**config.mk**
```make
export PLATFORM = sky130hd
export DESIGN_NAME = fetch_queue
export DESIGN_NICKNAME = d
export VERILOG_FILES = /design/src/rtl/fetch_queue_pkg.sv /design/src/rtl/fetch_queue_storage.sv /design/src/rtl/fetch_queue.sv
export SDC_FILE = /design/constraint.sdc
export NUM_CORES = 1
export LEC_CHECK = 0
export BUFFER_PORTS_ARGS = -buffer_cell sky130_fd_sc_hd__buf_2
export CORE_AREA = 2 2 259 159
export DETAILED_ROUTE_END_ITERATION = 10
export DIE_AREA = 0 0 261 161
export PLACE_DENSITY = 0.48
export SETUP_SLACK_MARGIN = 0.3
export SLEW_MARGIN = 20
export SYNTH_ARGS = -nofsm -noshare
export SYNTH_HDL_FRONTEND = slang
export SYNTH_SLANG_ARGS = --single-unit
```
**constraint.sdc**
```tcl
create_clock -name clock -period 3.15 [get_ports clock]
set_clock_uncertainty 0.05 [all_clocks]
set_input_delay 0.1575 -clock clock [delete_from_list [all_inputs] [get_ports clock]]
set_output_delay 0.1575 -clock clock [all_outputs]
set_load 0.05 [all_outputs]
```
**src/rtl/fetch_queue_pkg.sv**
```systemverilog
// Shared widths, constants and entry layout for the fetch queue.
package fetch_queue_pkg;

  localparam int INSTRUCTION_WIDTH = 32;
  localparam int ADDRESS_WIDTH     = 32;
  localparam int ENTRY_WIDTH       = ADDRESS_WIDTH + INSTRUCTION_WIDTH;
  localparam int DEFAULT_DEPTH     = 4;

  localparam logic [INSTRUCTION_WIDTH-1:0] NOP_INSTRUCTION = 32'h0000_0000;

  typedef struct packed {
    logic [ADDRESS_WIDTH-1:0]     pc;
    logic [INSTRUCTION_WIDTH-1:0] instr;
  } fq_entry_t;

endpackage

```
**src/rtl/fetch_queue_storage.sv**
```systemverilog
// Entry array for the fetch queue: one synchronous write port, one asynchronous read port.
module queue_storage
  import fetch_queue_pkg::*;
#(
  parameter int DEPTH     = DEFAULT_DEPTH,
  parameter int PTR_WIDTH = $clog2(DEPTH)
) (
  input  logic                 clock,
  input  logic                 wr_en_i,
  input  logic [PTR_WIDTH-1:0] wr_addr_i,
  input  fq_entry_t            wr_data_i,
  input  logic [PTR_WIDTH-1:0] rd_addr_i,
  output fq_entry_t            rd_data_o
);

  fq_entry_t mem_q [DEPTH];

  // No reset on the array; validity is tracked by the pointers and count.
  always_ff @(posedge clock) begin
    if (wr_en_i) begin
      mem_q[wr_addr_i] <= wr_data_i;
    end
  end

  assign rd_data_o = mem_q[rd_addr_i];

endmodule

```
**src/rtl/fetch_queue.sv**
```systemverilog
// Prefetch FIFO between instruction fetch and decode; first-word-fall-through with flush.
module fetch_queue
  import fetch_queue_pkg::*;
#(
  parameter int DEPTH     = DEFAULT_DEPTH,
  parameter int PTR_WIDTH = $clog2(DEPTH)
) (
  input  logic                         clock,
  input  logic                         reset,
  input  logic [ADDRESS_WIDTH-1:0]     if_program_counter,
  input  logic                         if_chip_enable,
  input  logic [INSTRUCTION_WIDTH-1:0] rom_instruction,
  input  logic                         flush,
  output logic                         if_stall,
  input  logic                         id_ready,
  output logic                         id_valid,
  output logic [ADDRESS_WIDTH-1:0]     id_program_counter,
  output logic [INSTRUCTION_WIDTH-1:0] id_instruction,
  output logic [PTR_WIDTH:0]           count
);

  localparam logic [PTR_WIDTH:0] FULL_COUNT = (PTR_WIDTH + 1)'(DEPTH);

  logic [PTR_WIDTH-1:0] rd_ptr_q, rd_ptr_d;
  logic [PTR_WIDTH-1:0] wr_ptr_q, wr_ptr_d;
  logic [PTR_WIDTH:0]   count_q, count_d;
  logic                 full, push, pop;
  fq_entry_t            wr_entry, head_entry;

  assign full = (count_q == FULL_COUNT);

  // Outputs are masked while reset is held so nothing stale leaks to decode.
  assign id_valid = (count_q != '0) && !reset;
  assign if_stall = full && !reset;
  assign count    = reset ? '0 : count_q;

  assign push = if_chip_enable && !full && !flush;
  assign pop  = id_valid && id_ready && !flush;

  assign wr_entry.pc    = if_program_counter;
  assign wr_entry.instr = rom_instruction;

  queue_storage #(
    .DEPTH     (DEPTH),
    .PTR_WIDTH (PTR_WIDTH)
  ) u_storage (
    .clock     (clock),
    .wr_en_i   (push),
    .wr_addr_i (wr_ptr_q),
    .wr_data_i (wr_entry),
    .rd_addr_i (rd_ptr_q),
    .rd_data_o (head_entry)
  );

  assign id_program_counter = id_valid ? head_entry.pc    : '0;
  assign id_instruction     = id_valid ? head_entry.instr : NOP_INSTRUCTION;

  always_comb begin
    rd_ptr_d = rd_ptr_q;
    wr_ptr_d = wr_ptr_q;
    count_d  = count_q;
    if (flush) begin
      rd_ptr_d = '0;
      wr_ptr_d = '0;
      count_d  = '0;
    end else begin
      if (push) wr_ptr_d = wr_ptr_q + 1'b1;
      if (pop)  rd_ptr_d = rd_ptr_q + 1'b1;
      if (push && !pop)      count_d = count_q + 1'b1;
      else if (pop && !push) count_d = count_q - 1'b1;
    end
  end

  always_ff @(posedge clock) begin
    if (reset) begin
      rd_ptr_q <= '0;
      wr_ptr_q <= '0;
      count_q  <= '0;
    end else begin
      rd_ptr_q <= rd_ptr_d;
      wr_ptr_q <= wr_ptr_d;
      count_q  <= count_d;
    end
  end

endmodule

```
# Word level (Yosys, flattened, before mapping)
# Memory sizes are Yosys's and may differ from the RTL's. A register that Yosys moved wholly into a read port is not among the register bits.
# Cells that the tools add are included.
[word_totals]
regBits = 7
mem_bits_ro = 0
inputBits = 69
n_memories = 1
latchBits = 0
mem_bits_rw = 256
wordCells = 34
output_inout_bits = 69
[classes]
mul = 0
n_lt_le_gt_ge = 0
n_shift = 0
reduce_logical = 16
bitwise_logic = 0
n_mux = 9
n_addsub = 4
div = 0
eq_ne = 1
[mem_list]
columns = ["name", "words", "word_bits", "read_ports", "rd_ports_with_merged_regs", "write_ports", "line", "source"]
rows = [
  ["u_storage.mem_q", 4, 64, 1, 1, 1, "fetch_queue_storage.sv:16", "fq_entry_t mem_q [DEPTH];"],
]
[op_table]
columns = ["cell", "n"]
rows = [
  ["32-bit two-way mux", 2],
  ["3-bit two-way mux", 3],
  ["1-bit logical AND", 8],
  ["1-bit zero test", 5],
  ["2-bit by 1-bit adder with 2-bit output, second input constant", 2],
  ["2-bit two-way mux", 2],
  ["3-bit by 1-bit adder with 3-bit output, second input constant", 1],
  ["3-bit equality test, second input constant", 1],
  ["3-bit nonzero test", 1],
  ["3-bit by 1-bit subtractor with 3-bit output, second input constant", 1],
  ["1-bit two-way mux", 2],
  ["2-bit nonzero test", 1],
  ["2-bit OR reduction", 1],
]

# Longest topological paths before layout
# Gate-level depths: netlist (run 1).
[logic_depth]
word_depth = 8
depth_mapped = 8
mapped_depth_nobuf = 8

# Cells and area by module
# Synthesis (run 1) repeated with hierarchy kept, for this count alone.
[hier_totals]
cells_unflattened = 453
hier_area_um2 = 10192.3
[by_module_without_submodules]
columns = ["module", "area_per_inst_um2", "n_inst", "seq_area_each_um2", "cells_per_inst"]
rows = [
  ["queue_storage", 9341.5, 1, 7687.4, 338],
  ["fetch_queue", 850.8, 1, 140.1, 115],
]

# Worst setup path after synthesis (run 1)
# No wires, ideal clock.
[synth_timing]
path_kind = "register -> register"
startpoint = "reg count_q[0]"
endpoint = "mem u_storage.mem_q[0][0] (netlist name), enable pin"
setup_ns = 0.429
setup_slack_ns = 0.289
arrival_ns = 2.382
t_required_ns = 2.671
path_buffers = 0
path_stages_with_launch = 4
period_less_slack_ns = 2.861
cell_sequence = "dfxtp_1 -> nor3b_1 -> nor3_1 -> and2_1"
[synth_between]
elab_chain_cells = 6
[synth_lines]
columns = ["element", "line", "source"]
rows = [
  ["from (decl)", "fetch_queue.sv:26", "logic [PTR_WIDTH:0] count_q, count_d;"],
  ["from (signal assigned)", "fetch_queue.sv:82", "count_q <= count_d;"],
  ["3-bit equality test", "fetch_queue.sv:30", "assign full = (count_q == FULL_COUNT);"],
  ["1-bit zero test", "fetch_queue.sv:37", "assign push = if_chip_enable && !full && !flush;"],
  ["1-bit logical AND (2 in a row)", "fetch_queue.sv:37", ""],
  ["net push", "fetch_queue.sv:27", "logic full, push, pop;"],
  ["1-bit two-way mux", "fetch_queue_storage.sv:20", "if (wr_en_i) begin"],
  ["1-bit two-way mux (implied by the code)", "fetch_queue_storage.sv:21", "mem_q[wr_addr_i] <= wr_data_i;"],
  ["to (decl)", "fetch_queue_storage.sv:16", ""],
]
# The timed path passes the listed nets, and every way through them passes these cells.

==> results of run 1 <==
-- power by group --
| group | switching, µW | total [µW] | leakage, µW | internal (µW) |
|---|---|---|---|---|
| clock | 1330 | 3150 | 0.000431 | 1820 |
| combinational | 288 | 478 | 0.00168 | 190 |
| sequential | 16.0 | 3940 | 0.00240 | 3930 |
| total | 1640 | 7570 | 0.00451 | 5940 |
-- logic make-up (layout without fill, tap and decap cells) --
family | count (synthesis) | count (layout)
fa+ha+maj | 6 | 6
flops | 265 | 265
buf+inv | 26 | 274
simple gates | 87 | 87
xor+xnor | 2 | 2
mux | 65 | 65
other cells | 0 | 1
compound gates | 11 | 11
-- metrics by stage --
stage          utilization, %  instances
2_1_floorplan               -        462
3_3_place_gp             29.1       1122
3_5_place_dp             29.1       1122
4_1_cts                  33.1       1241
5_1_grt                  33.1       1242
6_report                 33.1       1242
-- registers in the layout, indices dropped and copies added (netlist names), named ones only --
name and count:
u_storage.mem_q 256, count_q 3, rd_ptr_q 2, wr_ptr_q 2
-- cells in the mapped netlist (2+ instances only) --
cell type	number	area (µm²)
nand3b_1	2	15.0
ha_1	5	62.6
dfxtp_1	9	180
xor2_1	2	17.5
a21oi_1	6	30.0
or3_1	5	31.3
mux4_2	62	1400
nor2b_1	3	18.8
o21ai_0	5	25.0
inv_1	4	15.0
clkbuf_2	2	10.0
and2_1	68	425
nor3b_1	2	15.0
clkbuf_1	7	26.3
edfxtp_1	256	7690
buf_2	6	30.0
nor2_1	3	11.3
mux4_1	2	52.6
buf_6	7	78.8
-- cell type report --
| class | count | area, µm² | area share (%) |
|---|---|---|---|
| antenna | 1 | 2.50 | 0.0190 |
| clock buffer | 35 | 736 | 5.59 |
| clock inverter | 15 | 148 | 1.12 |
| inverter | 4 | 15.0 | 0.114 |
| multi-input combinational | 171 | 2180 | 16.5 |
| sequential | 265 | 7880 | 59.8 |
| tap | 531 | 664 | 5.04 |
| timing repair buffer | 220 | 1560 | 11.8 |
-- metal layers --
| layer | routed length [µm] | GRT usage (%) |
|---|---|---|
| met4 | 423 | 2.27 |
| met2 | 11100 | 18.4 |
| met5 | 0 | 0 |
| met3 | 1220 | 2.67 |
| met1 | 9820 | 14.2 |
-- worst paths after layout --
check             cells after the start  slack (ns)                       to
setup / recovery                      4        0.52        id_instruction[2]
hold / removal                        3        0.07  count_q[2]$_SDFFE_PP0P_
setup reg to reg                      8        0.58  count_q[2]$_SDFFE_PP0P_
hold reg to reg                       2        0.45                     flop
-- worst min-delay path: stages --
cell and delay, ns:
buf_2 0.16, or2_2 0.23, a21oi_1 0.06
-- timing repair --
action	CTS	global route
hold buffers	69	0
setup buffers	0	0
endpoints found under the setup margin	0	0
hold endpoints to repair	265	0
==> out/results.txt, run 1 <==
Outcome - complete, no violations
Commonest cells after routing, fill and taps aside - edfxtp_1, buf_2, dlygate4sd3_1
Combinational family with the most area after synthesis - multiplexers
Final setup viols - 0
Port buffer count - 137
Hold Path Class - in -> reg
FMAX - 380 MHz
Main synth FF type - edfxtp_1
Rel. slew slack - 53.8%
Xor/xnor share of the synthesized area - 0.172%
Design Area, Final - 13,200 µm²
Clock sinks - 265
Post-Syn Area per Cell - 22.0 µm²
RSZ-0062 raised after global routing - false
Commonest non-fill, non-tap cell in the layout - edfxtp_1
Pwr dens - 575 nW/µm²
Post-Synthesis Cells - 462
GRT Resource Usage Total - 10.9%
CP arrival - 2.43 ns
Power, Total - 7570 µW
DRC viols - 0
Worst r2r src - count_q[0]$_SDFFE_PP0P_
Placer Congestion - 0.675
Die width - 261 µm
Routed Antenna Nets - 0
Nets@finish - 764
First-pass DRT Iterations - 4
Setup slack after layout - 0.517 ns
Post-synthesis simple-gate area fraction - 5.34%
EDFF count, synth - 256
Setup WS pre-CTS - 0.588 ns
Core area - 39,800 µm²
Worst path bufs/invs - 2
Vias in the first global route - 5,649
VDD IR max - 434 µV
Synth warn - 0
Placed instance area - 11,600 µm²
Critical path type - reg -> out
GRT overflow - 0
Synth Cell Area - 10,200 µm²
Clk pin slew, worst setup/hold paths - 0.07 ns
Final Hold Vio Count - 0
Antenna violations before repair - 1
Max cap viols - 0
Via count - 5,217
CP max stage delay - 0.79 ns
Crit Path Max Fanout - 38
Initial Utilization - 25.6%
Register bit count reported by yosys - 265
Worst-margin pin slew - 0.693 ns
First-pass GRT wire length - 34,600 µm
Max clock buf depth - 3
Synth unique cells - 25
CTS tree - done
Root Buffer Master - clkbuf_16
Iter 0 DRT Violations - 311
Register area share after synthesis - 77.2%
Min Tclk post-route - 2.63 ns
Worst-Skew Late Latency - 0.55 ns
Max-slew violations - 0
Worst-path cell chain - buf_4, mux4_2, and2_1, buf_2
# IOs - 138
Static leakage - 0.00451 µW
WL per Instance - 18.2 µm
HPWL Detailed - 13,600 µm
Layout cells sized above 1 - 37.5%
Adder-Cell Fraction of Synth Area - 0.811%
Drt total wl - 22,500 µm
Die area - 42,000 µm²
Number of filler cells placed in the layout - 3,810
Largest net degree at the start of global routing - 44
Hold path startpoint - reset
Die Y - 161 µm
Period utilization - 83.6%
Async S/R FF share, synth - 0%
CP startpoint kind - flop
H-Tree Depth - 1
Net count after synthesis - 537
Total Neg Setup Slack - 0 ns
Crit path max-delay family - flip-flops
Vias per cell - 4.20
Multiplexer area fraction after synthesis - 14.3%
CP required - 2.94 ns
Layout area overhead - 29.3%
Hold WS - 0.0750 ns
CTS Buf Count - 27
Crit-path slowest cell - dfxtp_4
Post-CTS sizing - 0
Crit. End Element - output port
Row Count - 57
Complex-gate fraction of the synthesized area - 0.540%
Power figures use the tool's default switching activity.
==> run 2, diff against run 1 <==
- clock period: 3.15 -> 2.6 ns (I/O delays scaled with it)
==> out/results.txt, run 2 (synthesis gave the netlist of run 1 again) <==
Port buffer count - 137 (unchanged)
Outcome - complete, no violations
Critical path type - reg -> out
Clk pin slew, worst setup/hold paths - 0.06 ns (about the same)
CP startpoint kind - flop
Nets@finish - 781 (+2.2%)
Commonest non-fill, non-tap cell in the layout - edfxtp_1
VDD IR max - 539 µV (+24%)
Layout area overhead - 37.9%
CP arrival - 2.13 ns (-0.30 ns)
Max reg flops - 256 (unchanged)
RSZ-0062 raised after global routing - true
Row Count - 57 (unchanged)
Crit Path Max Fanout - 6 (-84%)
Biggest register - u_storage.mem_q
Vias in the first global route - 5,798 (+2.6%)
Commonest cells after routing, fill and taps aside - edfxtp_1, buf_2, dlygate4sd3_1
Max clock buf depth - 3 (unchanged)
Final Hold Vio Count - 0 (unchanged)
Iter 0 DRT Violations - 334 (+7.4%)
Core area - 39,800 µm² (unchanged)
Via count - 5,388 (+3.3%)
Design Area, Final - 14,000 µm² (+6.6%)
Routed Antenna Nets - 0 (unchanged)
Vias per cell - 4.29 (+2.2%)
Drt total wl - 25,200 µm (+12%)
DRC viols - 0 (unchanged)
CTS Buf Count - 27 (unchanged)
Post-layout util - 35.3% (+2.2 points)
Rel. slew slack - 63.5% (+9.7 points)
Initial Utilization - 25.6% (unchanged)
Die Y - 161 µm (unchanged)
Root Buffer Master - clkbuf_16
CTS tree - done
H-Tree Depth - 1 (unchanged)
Antenna violations before repair - 1 (unchanged)
First-pass DRT Iterations - 6 (+2)
WL per Instance - 20.1 µm (+11%)
Worst-Skew Late Latency - 0.54 ns (about the same)
Max-slew violations - 0 (unchanged)
Worst-margin pin slew - 0.547 ns (-0.146 ns)
Final setup viols - 0 (unchanged)
First-pass GRT wire length - 36,100 µm (+4.5%)
Crit. End Element - output port
FMAX - 434 MHz
Die width - 261 µm (unchanged)
Pwr dens - 646 nW/µm² (+12%)
Period utilization - 88.7%
GRT overflow - 0 (unchanged)
Setup WS pre-CTS - 0.251 ns (-0.337 ns)
Die area - 42,000 µm² (unchanged)
Max cap viols - 0 (unchanged)
CP required - 2.42 ns (-0.52 ns)
HPWL Detailed - 13,300 µm (-2.3%)
Largest registers - u_storage.mem_q (256), count_q (3)
# IOs - 138 (unchanged)
Total Neg Setup Slack - 0 ns (unchanged)
Static leakage - 0.00476 µW (+5.6%)
GRT Resource Usage Total - 11.6% (+0.70 points)
Placer Congestion - 0.702 (+4.1%)
Layout cells sized above 1 - 46.2% (+8.7 points)
Placed instance area - 11,600 µm² (+0.26%)
Hold Path Class - in -> reg
Setup slack after layout - 0.294 ns (-0.223 ns)
Largest net degree at the start of global routing - 34 (-23%)
Min Tclk post-route - 2.31 ns
Clock sinks - 265 (unchanged)
[run 2: final cells by class]
class / instances / area, µm²
multi-input combinational: 171 / 2330
clock buffer: 35 / 706
inverter: 4 / 15.0
timing repair buffer: 237 / 2360
fill: 3746 / 25700
tap: 531 / 664
sequential: 265 / 7880
antenna: 1 / 2.50
clock inverter: 11 / 86.3
[run 2: power breakdown]
group | internal, µW | switching [µW] | total, µW
Sequential | 4760 | 20.3 | 4780
Combinational | 328 | 384 | 712
Clock | 2000 | 1580 | 3590
[run 2: path summary, 6_finish.rpt]
check                                start                                to  slack, ns  cells past startpoint
setup / recovery                      flop                 id_instruction[2]       0.29                      5
hold / removal         rom_instruction[24]  u_storage.mem_q[2][24]$_DFFE_PP_       0.29                      2
setup reg to reg   count_q[0]$_SDFFE_PP0P_           count_q[2]$_SDFFE_PP0P_       0.39                      8
hold reg to reg   rd_ptr_q[1]$_SDFFE_PP0P_                              flop       0.44                      2
[run 2: stage by stage]
stage          hold slack [ns]  std cells  power (µW)
6_report                 0.289       1255        9070
5_1_grt                  0.278       1255        9440
3_3_place_gp             0.290       1122        5360
2_1_floorplan            0.179        462        5170
4_1_cts                  0.264       1248        9160
3_5_place_dp             0.298       1122        5380
[run 2: metal layers]
layer | track usage [%] | share of wire [%] | vias up | wire length (µm)
li1 | - | - | 2371 | -
met1 | 15.0 | 45 | 2842 | 11400
met2 | 20.1 | 48 | 141 | 12200
met3 | 2.70 | 4.7 | 34 | 1190
met4 | 2.09 | 1.7 | 0 | 422
met5 | 0 | 0 | - | 0
[run 2: timing repair]
action                     CTS  global route
gates resized for setup     87           107
buffers inserted             4             1
gates cloned                 6             5
setup endpoints to repair   65            62
hold endpoints to repair   265             0
hold buffers                70             0
pin swaps                    0             2
[run 2: worst max-delay path, stage by stage, from the launching register on]
cell	delay [ns]
dfxtp_4	0.39
buf_12	0.17
clkbuf_16	0.18
mux4_2	0.52
and2_4	0.18
buf_6	0.15
==> run 3, diff against run 2 <==
- CTS_BUF_LIST: default -> sky130_fd_sc_hd__clkbuf_4
==> out/results.txt, run 3 (synthesis gave the netlist of run 1 again) <==
Reg area - 7880 µm² (unchanged)
Worst-margin pin slew - 0.542 ns (-0.00536 ns)
FMAX - 406 MHz (-6.3%)
Clk pin slew, worst setup/hold paths - 0.07 ns (about the same)
Rel. slew slack - 63.9% (+0.36 points)
Core area - 39,800 µm² (unchanged)
First-pass DRT Iterations - 4 (-2)
Die width - 261 µm (unchanged)
H-Tree Depth - 3 (+2)
Vias in the first global route - 6,260 (+8.0%)
Biggest register - u_storage.mem_q
Initial Utilization - 25.6% (unchanged)
VDD IR max - 381 µV (-29%)
Max clock buf depth - 3 (unchanged)
Hold Path Class - in -> reg
Nets@finish - 824 (+5.5%)
Via count - 5,565 (+3.3%)
CP required - 2.42 ns (about the same)
Worst path bufs/invs - 3 (unchanged)
Antenna violations before repair - 1 (unchanged)
Layout cells sized above 1 - 51.6% (+5.4 points)
Largest net degree at the start of global routing - 34 (unchanged)
Root Buffer Master - clkbuf_4
GRT Resource Usage Total - 12.2% (+0.59 points)
HPWL Detailed - 13,300 µm (unchanged)
Crit. End Element - output port
First-pass GRT wire length - 37,400 µm (+3.5%)
Max-slew violations - 0 (unchanged)
Row Count - 57 (unchanged)
Placer Congestion - 0.702 (unchanged)
Drt total wl - 25,600 µm (+1.6%)
Pwr dens - 626 nW/µm² (-3.1%)
WL per Instance - 19.3 µm (-3.8%)
DRC viols - 0 (unchanged)
Max reg flops - 256 (unchanged)
Period utilization - 94.7% (+6.0 points)
Multi-input gate area - 2360 µm² (+1.1%)
Clock sinks - 265 (unchanged)
Commonest cells after routing, fill and taps aside - edfxtp_1, clkbuf_4, buf_2
Iter 0 DRT Violations - 326 (-2.4%)
Final setup viols - 0 (unchanged)
Static leakage - 0.00495 µW (+4.1%)
Worst-Skew Late Latency - 0.69 ns (+0.15 ns)
Final Hold Vio Count - 0 (unchanged)
Port buffer count - 137 (unchanged)
Layout area overhead - 41.2%
Max cap viols - 0 (unchanged)
Largest registers - u_storage.mem_q (256), count_q (3)
Min Tclk post-route - 2.46 ns (+0.156 ns)
Commonest non-fill, non-tap cell in the layout - edfxtp_1
Die area - 42,000 µm² (unchanged)
Crit Path Max Fanout - 5 (-1)
CTS Buf Count - 69 (+160%)
Outcome - complete, no violations
# IOs - 138 (unchanged)
Vias per cell - 4.20 (-2.2%)
Die Y - 161 µm (unchanged)
Crit path max-delay family - multiplexers
CP max stage delay - 0.52 ns (about the same)
Critical path type - reg -> out
RSZ-0062 raised after global routing - true
Number of filler cells placed in the layout - 3,755 (+0.24%)
Routed Antenna Nets - 0 (unchanged)
DP Cell Count - 1,122 (unchanged)
CP startpoint kind - flop
CTS tree - done
Final Instance Count excl. Fillers - 1,326 (+5.7%)
Crit-path slowest cell - mux4_2
Worst-path cell chain - buf_12, clkbuf_16, mux4_2, and2_4, buf_8
Post-layout util - 36.1% (+0.84 points)
GRT overflow - 0 (unchanged)
CP arrival - 2.28 ns (+0.15 ns)
[run 3: routing by layer]
layer	up-vias	part of all wire (%)	GRT usage (%)
li1	2491	-	-
met1	2888	45	15.0
met2	148	48	20.1
met3	38	5.4	4.08
met4	0	1.5	4.08
met5	-	0	0
[run 3: worst register-to-register path, delay by kind of cell (launching register included)]
kind | cells | cell delay, ns
xor+xnor | 1 | 0.18
compound gates | 1 | 0.14
simple gates | 3 | 0.77
flops | 1 | 0.39
fa+ha+maj | 2 | 0.53
buf+inv | 1 | 0.08
[run 3: layout make-up]
cell class | count | share of cell area (%)
Clock inverter | 27 | 1.10
Antenna cell | 1 | 0.0174
Inverter | 4 | 0.104
Clock buffer | 89 | 4.65
Timing Repair Buffer | 238 | 18.3
Tap cell | 531 | 4.62
Multi-Input combinational cell | 171 | 16.4
Sequential cell | 265 | 54.8
[run 3: path summary, 6_finish.rpt]
path	depth (start not counted)	slack, ns	to	start
min reg2reg	2	0.45	flop	rd_ptr_q[1]$_SDFFE_PP0P_
max	5	0.14	id_instruction[16]	flop
max reg2reg	8	0.41	count_q[2]$_SDFFE_PP0P_	count_q[0]$_SDFFE_PP0P_
min	2	0.14	u_storage.mem_q[2][14]$_DFFE_PP_	rom_instruction[14]
[run 3: repair_timing]
action                                  in CTS  in global routing
hold buffers                                71                  0
endpoints found under the setup margin      66                 66
buffers inserted                             5                  1
gates cloned                                 7                  3
resized for setup                          267                 14
pin swaps                                    0                  2
hold endpoints to repair                   265                  0
[run 3: power by group]
| group | internal, µW | switching [µW] | total (µW) |
|---|---|---|---|
| combinational | 365 | 393 | 758 |
| clock | 1800 | 1670 | 3470 |
| sequential | 4750 | 20.6 | 4780 |
[run 3: metrics by stage]
stage	setup slack, ns	power (µW)	instance area (µm²)	TNS (ns)	hold WS (ns)
3_5_place_dp	0.251	5380	11600	0	0.298
5_1_grt	-0.0151	9480	14400	-0.0625	0.0501
3_3_place_gp	0.273	5360	11600	0	0.290
2_1_floorplan	0.405	5170	10200	0	0.179
4_1_cts	-0.0133	9200	14300	-0.0133	0.0216
6_report	0.138	9000	14400	0	0.140
